<file path="src/rtl/note_run_encoder.sv">
// Turns a captured per-eighth note array into merged (note, duration) tokens, split at bar lines.
// Optional RUN_TRIM_EN: trailing rests are dropped, and an all-rest array emits no tokens.
module note_run_encoder #(
  parameter int NUM_SLOTS = 160,
  parameter int NOTE_W    = 6,
  parameter int BAR_LEN   = 8,
  parameter int LEN_W     = 4
) (
  input  logic                        clk_in,
  input  logic                        rst_n_in,
  input  logic                        start_in,
  input  logic [NUM_SLOTS*NOTE_W-1:0] notes_in,
  input  logic                        ready_in,
  output logic [NOTE_W-1:0]           note_out,
  output logic [LEN_W-1:0]            len_out,
  output logic                        valid_out,
  output logic                        busy_out,
  output logic                        done_out,
  output logic [7:0]                  token_count_out
);

  localparam logic [1:0] S_IDLE = 2'd0;
  localparam logic [1:0] S_SCAN = 2'd1;
  localparam logic [1:0] S_EMIT = 2'd2;
  localparam logic [1:0] S_DONE = 2'd3;

  logic [1:0]        state_q, state_d;
  logic [NOTE_W-1:0] snap_q [NUM_SLOTS];
  logic [NOTE_W-1:0] run_note_q, run_note_d;
  logic [LEN_W-1:0]  run_len_q, run_len_d;
  logic [7:0]        idx_q, idx_d;
  logic [7:0]        end_q, end_d;
  logic [7:0]        count_q, count_d;
  logic [NOTE_W-1:0] note_q, note_d;
  logic [LEN_W-1:0]  len_q, len_d;

  logic              capture;
  logic [7:0]        cap_end;
  logic [NOTE_W-1:0] cur_slot;
  logic              bar_edge;
  logic              at_end;

  assign capture = (state_q == S_IDLE) && start_in;

`ifdef RUN_TRIM_EN
  // Last non-rest slot wins; cap_end stays 0 for an all-rest array.
  always_comb begin
    cap_end = '0;
    for (int unsigned i = 0; i < NUM_SLOTS; i++) begin
      if (notes_in[i*NOTE_W +: NOTE_W] != '0) cap_end = 8'(i + 1);
    end
  end
`else
  always_comb begin
    cap_end = 8'(NUM_SLOTS);
  end
`endif

  always_comb begin
    cur_slot = '0;
    if (idx_q < 8'(NUM_SLOTS)) cur_slot = snap_q[idx_q];
  end

  assign bar_edge = (idx_q % 8'(BAR_LEN)) == 8'd0;
  assign at_end   = (idx_q == end_q);

  always_comb begin
    state_d    = state_q;
    run_note_d = run_note_q;
    run_len_d  = run_len_q;
    idx_d      = idx_q;
    end_d      = end_q;
    count_d    = count_q;
    note_d     = note_q;
    len_d      = len_q;
    case (state_q)
      S_IDLE: begin
        if (start_in) begin
          run_note_d = notes_in[NOTE_W-1:0];
          run_len_d  = LEN_W'(1);
          idx_d      = 8'd1;
          count_d    = '0;
          end_d      = cap_end;
          state_d    = (cap_end == 8'd0) ? S_DONE : S_SCAN;
        end
      end
      S_SCAN: begin
        if (at_end || (cur_slot != run_note_q) || bar_edge) begin
          note_d  = run_note_q;
          len_d   = run_len_q;
          state_d = S_EMIT;
        end else begin
          run_len_d = run_len_q + LEN_W'(1);
          idx_d     = idx_q + 8'd1;
        end
      end
      S_EMIT: begin
        if (ready_in) begin
          count_d = count_q + 8'd1;
          if (at_end) begin
            state_d = S_DONE;
          end else begin
            run_note_d = cur_slot;
            run_len_d  = LEN_W'(1);
            idx_d      = idx_q + 8'd1;
            state_d    = S_SCAN;
          end
        end
      end
      default: state_d = S_IDLE;
    endcase
  end

  always_ff @(posedge clk_in or negedge rst_n_in) begin
    if (!rst_n_in) begin
      state_q    <= S_IDLE;
      run_note_q <= '0;
      run_len_q  <= '0;
      idx_q      <= '0;
      end_q      <= '0;
      count_q    <= '0;
      note_q     <= '0;
      len_q      <= '0;
    end else begin
      state_q    <= state_d;
      run_note_q <= run_note_d;
      run_len_q  <= run_len_d;
      idx_q      <= idx_d;
      end_q      <= end_d;
      count_q    <= count_d;
      note_q     <= note_d;
      len_q      <= len_d;
    end
  end

  always_ff @(posedge clk_in or negedge rst_n_in) begin
    if (!rst_n_in) begin
      for (int unsigned i = 0; i < NUM_SLOTS; i++) snap_q[i] <= '0;
    end else if (capture) begin
      for (int unsigned i = 0; i < NUM_SLOTS; i++) snap_q[i] <= notes_in[i*NOTE_W +: NOTE_W];
    end
  end

  assign note_out        = note_q;
  assign len_out         = len_q;
  assign valid_out       = (state_q == S_EMIT);
  assign busy_out        = (state_q != S_IDLE);
  assign done_out        = (state_q == S_DONE);
  assign token_count_out = count_q;

endmodule

</file>
<file path="config.mk">
export PLATFORM = sky130hd
export DESIGN_NAME = note_run_encoder
export DESIGN_NICKNAME = d
export VERILOG_FILES = /design/src/rtl/note_run_encoder.sv
export SDC_FILE = /design/constraint.sdc
export NUM_CORES = 2
export LEC_CHECK = 0
export CAP_MARGIN = 20
export CORE_AREA = 2 2 385 387
export CTS_CLUSTER_DIAMETER = 150
export DETAILED_ROUTE_END_ITERATION = 16
export DIE_AREA = 0 0 387 389
export REMOVE_ABC_BUFFERS = 1
export SYNTH_ARGS = -nofsm -noshare
export SYNTH_HDL_FRONTEND = slang
export SYNTH_SLANG_ARGS = --single-unit
</file>
<file path="constraint.sdc">
create_clock -name clk_in -period 5.9 [get_ports clk_in]
set_input_delay 1.18 -clock clk_in [delete_from_list [all_inputs] [get_ports clk_in]]
set_output_delay 1.18 -clock clk_in [all_outputs]
set_load 0.02 [all_outputs]
</file>
==> reports/qor.yml <==
syn_inst: 2947
finClkSkew_ns: 0.0235
die_w_um: 387
grt_antenna_before_repair: 64
synth-edff-count: 0
nets: 4903
syn_area_per_cell_um2: 15.4
async_flop_share_pct: 100
grt_max_degree: 167
synth_fa_ha_area_share_pct: 0.248
place_ws_ns: 0.426
cp-start-kind: "register"
crit_required_ns: 6.49
finalHoldViolCount: 0
cts_resized: 0
grt_pass1_wl_um: 246000
critPathSlowestCell: "dfrtp_4"
synth_ff_type: "dfrtp_1"
cts.path.max_buffers: 3
root_buffer: "clkbuf_16"
synthMuxAreaShare_pct: 36.7
relSlewSlack_pct: 29.4
ctsHoldBuffers: 0
numPortBuffers: 984
critPathTopFamily: "compound AO/OA/AOI/OAI gates"
synth-xor-area-share_pct: 0.154
synthTopCellsByArea: "dfrtp_1, mux2_2, mux4_2, mux2i_1, clkbuf_1"
fin_total_pwr_mw: 32.2
io-pin-count: 985
cp.arrival_ns: 5.96
critical_path_peak_fanout: 43
wirelength_um: 175000
dp.cells: 5744
clock_latency_ns: 0.72
routedWlPerCell_um: 29.2
hold_path_class: "in -> async"
max_freq_mhz: 186
grt-ovfl-total: 0
cts_tree: "yes"
area_delta_synth_final_pct: 35.5
synth.top_cell.area_share_pct: 55.1
dr.first_iter.drc_count: 1751
postLayoutCoreUtil_pct: 42.0
setup_violations: 0
clk_pin_slew_ns: 0.06
die_y_um: 389
grt_use_total_pct: 22.9
synth_top_family_by_area: "multiplexers"
synth-seq-area-share_pct: 55.1
drt_first_pass_iters: 5
power_leakage_nw: 25.1
post-route-min-period_ns: 5.36
maxCapViolations: 0
cts.sinks: 999
dp_hpwl_um: 132000
worstSetupEndpointType: "register"
critPathMaxStageDelay_ns: 0.83
h-tree-depth: 3
outcome: "complete, no violations"
synth_top_cell_by_area: "dfrtp_1"
core_area_um2: 147000
crit_type: "reg -> reg"
cts-buffers-inserted: 114
maxSlewViolCount: 0
synth_cell_types: 70
fin_crit_sh_pct: 90.9
place_congestion: 0.858
postRouteAntennaNets: 0
rsz0062_at_grt: "no"
dieArea_um2: 151000
postCtsSetupBuffers: 0
drive_gt1_share_pct: 36.9
synth_warnings: 0
grt_pass1_vias: 32281
drc_errors: 0
cp_cell_sequence: "buf_12, buf_4, mux4_2, a22oi_1, nand3_1, a32oi_1, o22ai_1, xnor2_1, or4b_1, a21oi_4, mux2_1"
n_fill_cell: 13602
vias_per_cell: 5.05
ir_worst_vdd_mv: 0.313
powerDensity_nw_per_um2: 524
tightestPinTransition_ns: 1.06
final.setup.tns_ns: 0
start_util_pct: 31.0
synth_seq_cells: 999
holdWs_ns: 0.467
stdcell_count: 5985
post_dp_cell_area_um2: 57700
rows: 141
synth-simple-area-share_pct: 1.86
crit_buf_inv: 2
synth_compound_area_share_pct: 3.62
syn_area_um2: 45400
fin_ws_ns: 0.535
num_vias: 30229
post-route-cell-area_um2: 61500
synthesized netlist by cell type (18+ instances only):
| cell | count |
|---|---|
| nand2_1 | 66 |
| buf_2 | 25 |
| o22ai_1 | 29 |
| dfrtp_1 | 999 |
| nand3_1 | 28 |
| mux2_2 | 1008 |
| nor2_1 | 24 |
| mux2i_1 | 124 |
| o21ai_0 | 29 |
| a21oi_1 | 31 |
| buf_1 | 18 |
| clkbuf_1 | 134 |
| mux4_2 | 180 |
final cells by class:
class	count	area (um2)	share of cell area, %
Tap cell	1930	2410	3.92
Inverter	14	55.1	0.0895
Clock buffer	170	3360	5.47
Clock inverter	38	384	0.624
Sequential cell	999	25000	40.7
Antenna cell	33	82.6	0.134
Multi-Input combinational cell	1725	19400	31.5
Timing Repair Buffer	1076	10800	17.6
routing by layer:
metal	track usage (%)	share of wire (%)	vias up
met3	6.81	7.3	228
met2	39.1	50	946
li1	-	-	13090
met5	0	0.21	-
met4	6.14	2.3	56
met1	28.1	40	15909
cells by family (layout without fill, tap and decap cells):
group / Yosys count / after routing
fa+ha+maj: 9 / 9
compound gates: 223 / 223
mux: 1313 / 1313
flops: 999 / 999
other cells: 0 / 33
xor+xnor: 8 / 8
buf+inv: 223 / 1298
simple gates: 172 / 172
cells in the final DEF, fill, tap and decap left out, drive strengths merged, types with 5 or more instances in the layout:
| cell | n |
|---|---|
| nor2 | 24 |
| dfrtp | 999 |
| o221ai | 15 |
| a221oi | 16 |
| mux2 | 1009 |
| clkdlybuf4s50 | 983 |
| a211oi | 14 |
| nand2 | 67 |
| diode | 33 |
| a211o | 11 |
| clkbuf | 170 |
| clkinv | 23 |
| nand4 | 5 |
| o21ai | 29 |
| o2bb2ai | 6 |
| a221o | 8 |
| o211ai | 11 |
| inv | 21 |
| o22ai | 29 |
| or3 | 7 |
| a21oi | 32 |
| mux2i | 124 |
| nor3 | 5 |
| a22o | 5 |
| nand3 | 28 |
| ha | 9 |
| buf | 93 |
| nor2b | 6 |
| mux4 | 180 |
| a22oi | 13 |
| xor2 | 5 |
| nor3b | 6 |
state kept, by name (all words and copies together), names as in the netlist:
register         flops
token_count_out      8
end_q                1
run_note_q           6
snap_q             960
note_out             6
run_len_q            4
len_out              4
idx_q                8
state_q              2
worst paths after layout:
kind / slack [ns] / startpoint / endpoint / cells after the start
worst max-delay path: 0.54 / idx_q[0]$_DFFE_PN0P_ / idx_q[0]$_DFFE_PN0P_ / 11
worst min-delay path: 0.47 / rst_n_in / snap_q[485]$_DFFE_PN0P_ / 1
worst max register to register: 0.54 / idx_q[0]$_DFFE_PN0P_ / idx_q[0]$_DFFE_PN0P_ / 11
worst min register to register: 0.50 / end_q[5]$_DFFE_PN0P_ / end_q[5]$_DFFE_PN0P_ / 1
max in group asynchronous: 3.85 / rst_n_in / snap_q[222]$_DFFE_PN0P_ / 3
min in group clk_in: 0.50 / end_q[5]$_DFFE_PN0P_ / end_q[5]$_DFFE_PN0P_ / 1
power by group:
group | switching, mW | internal (mW) | leakage (nW)
Combinational | 5.41 | 7.13 | 11.5
Sequential | 2.19 | 10.4 | 11.8
Clock | 3.03 | 4.12 | 1.85
(Power assumes the default switching activity.)
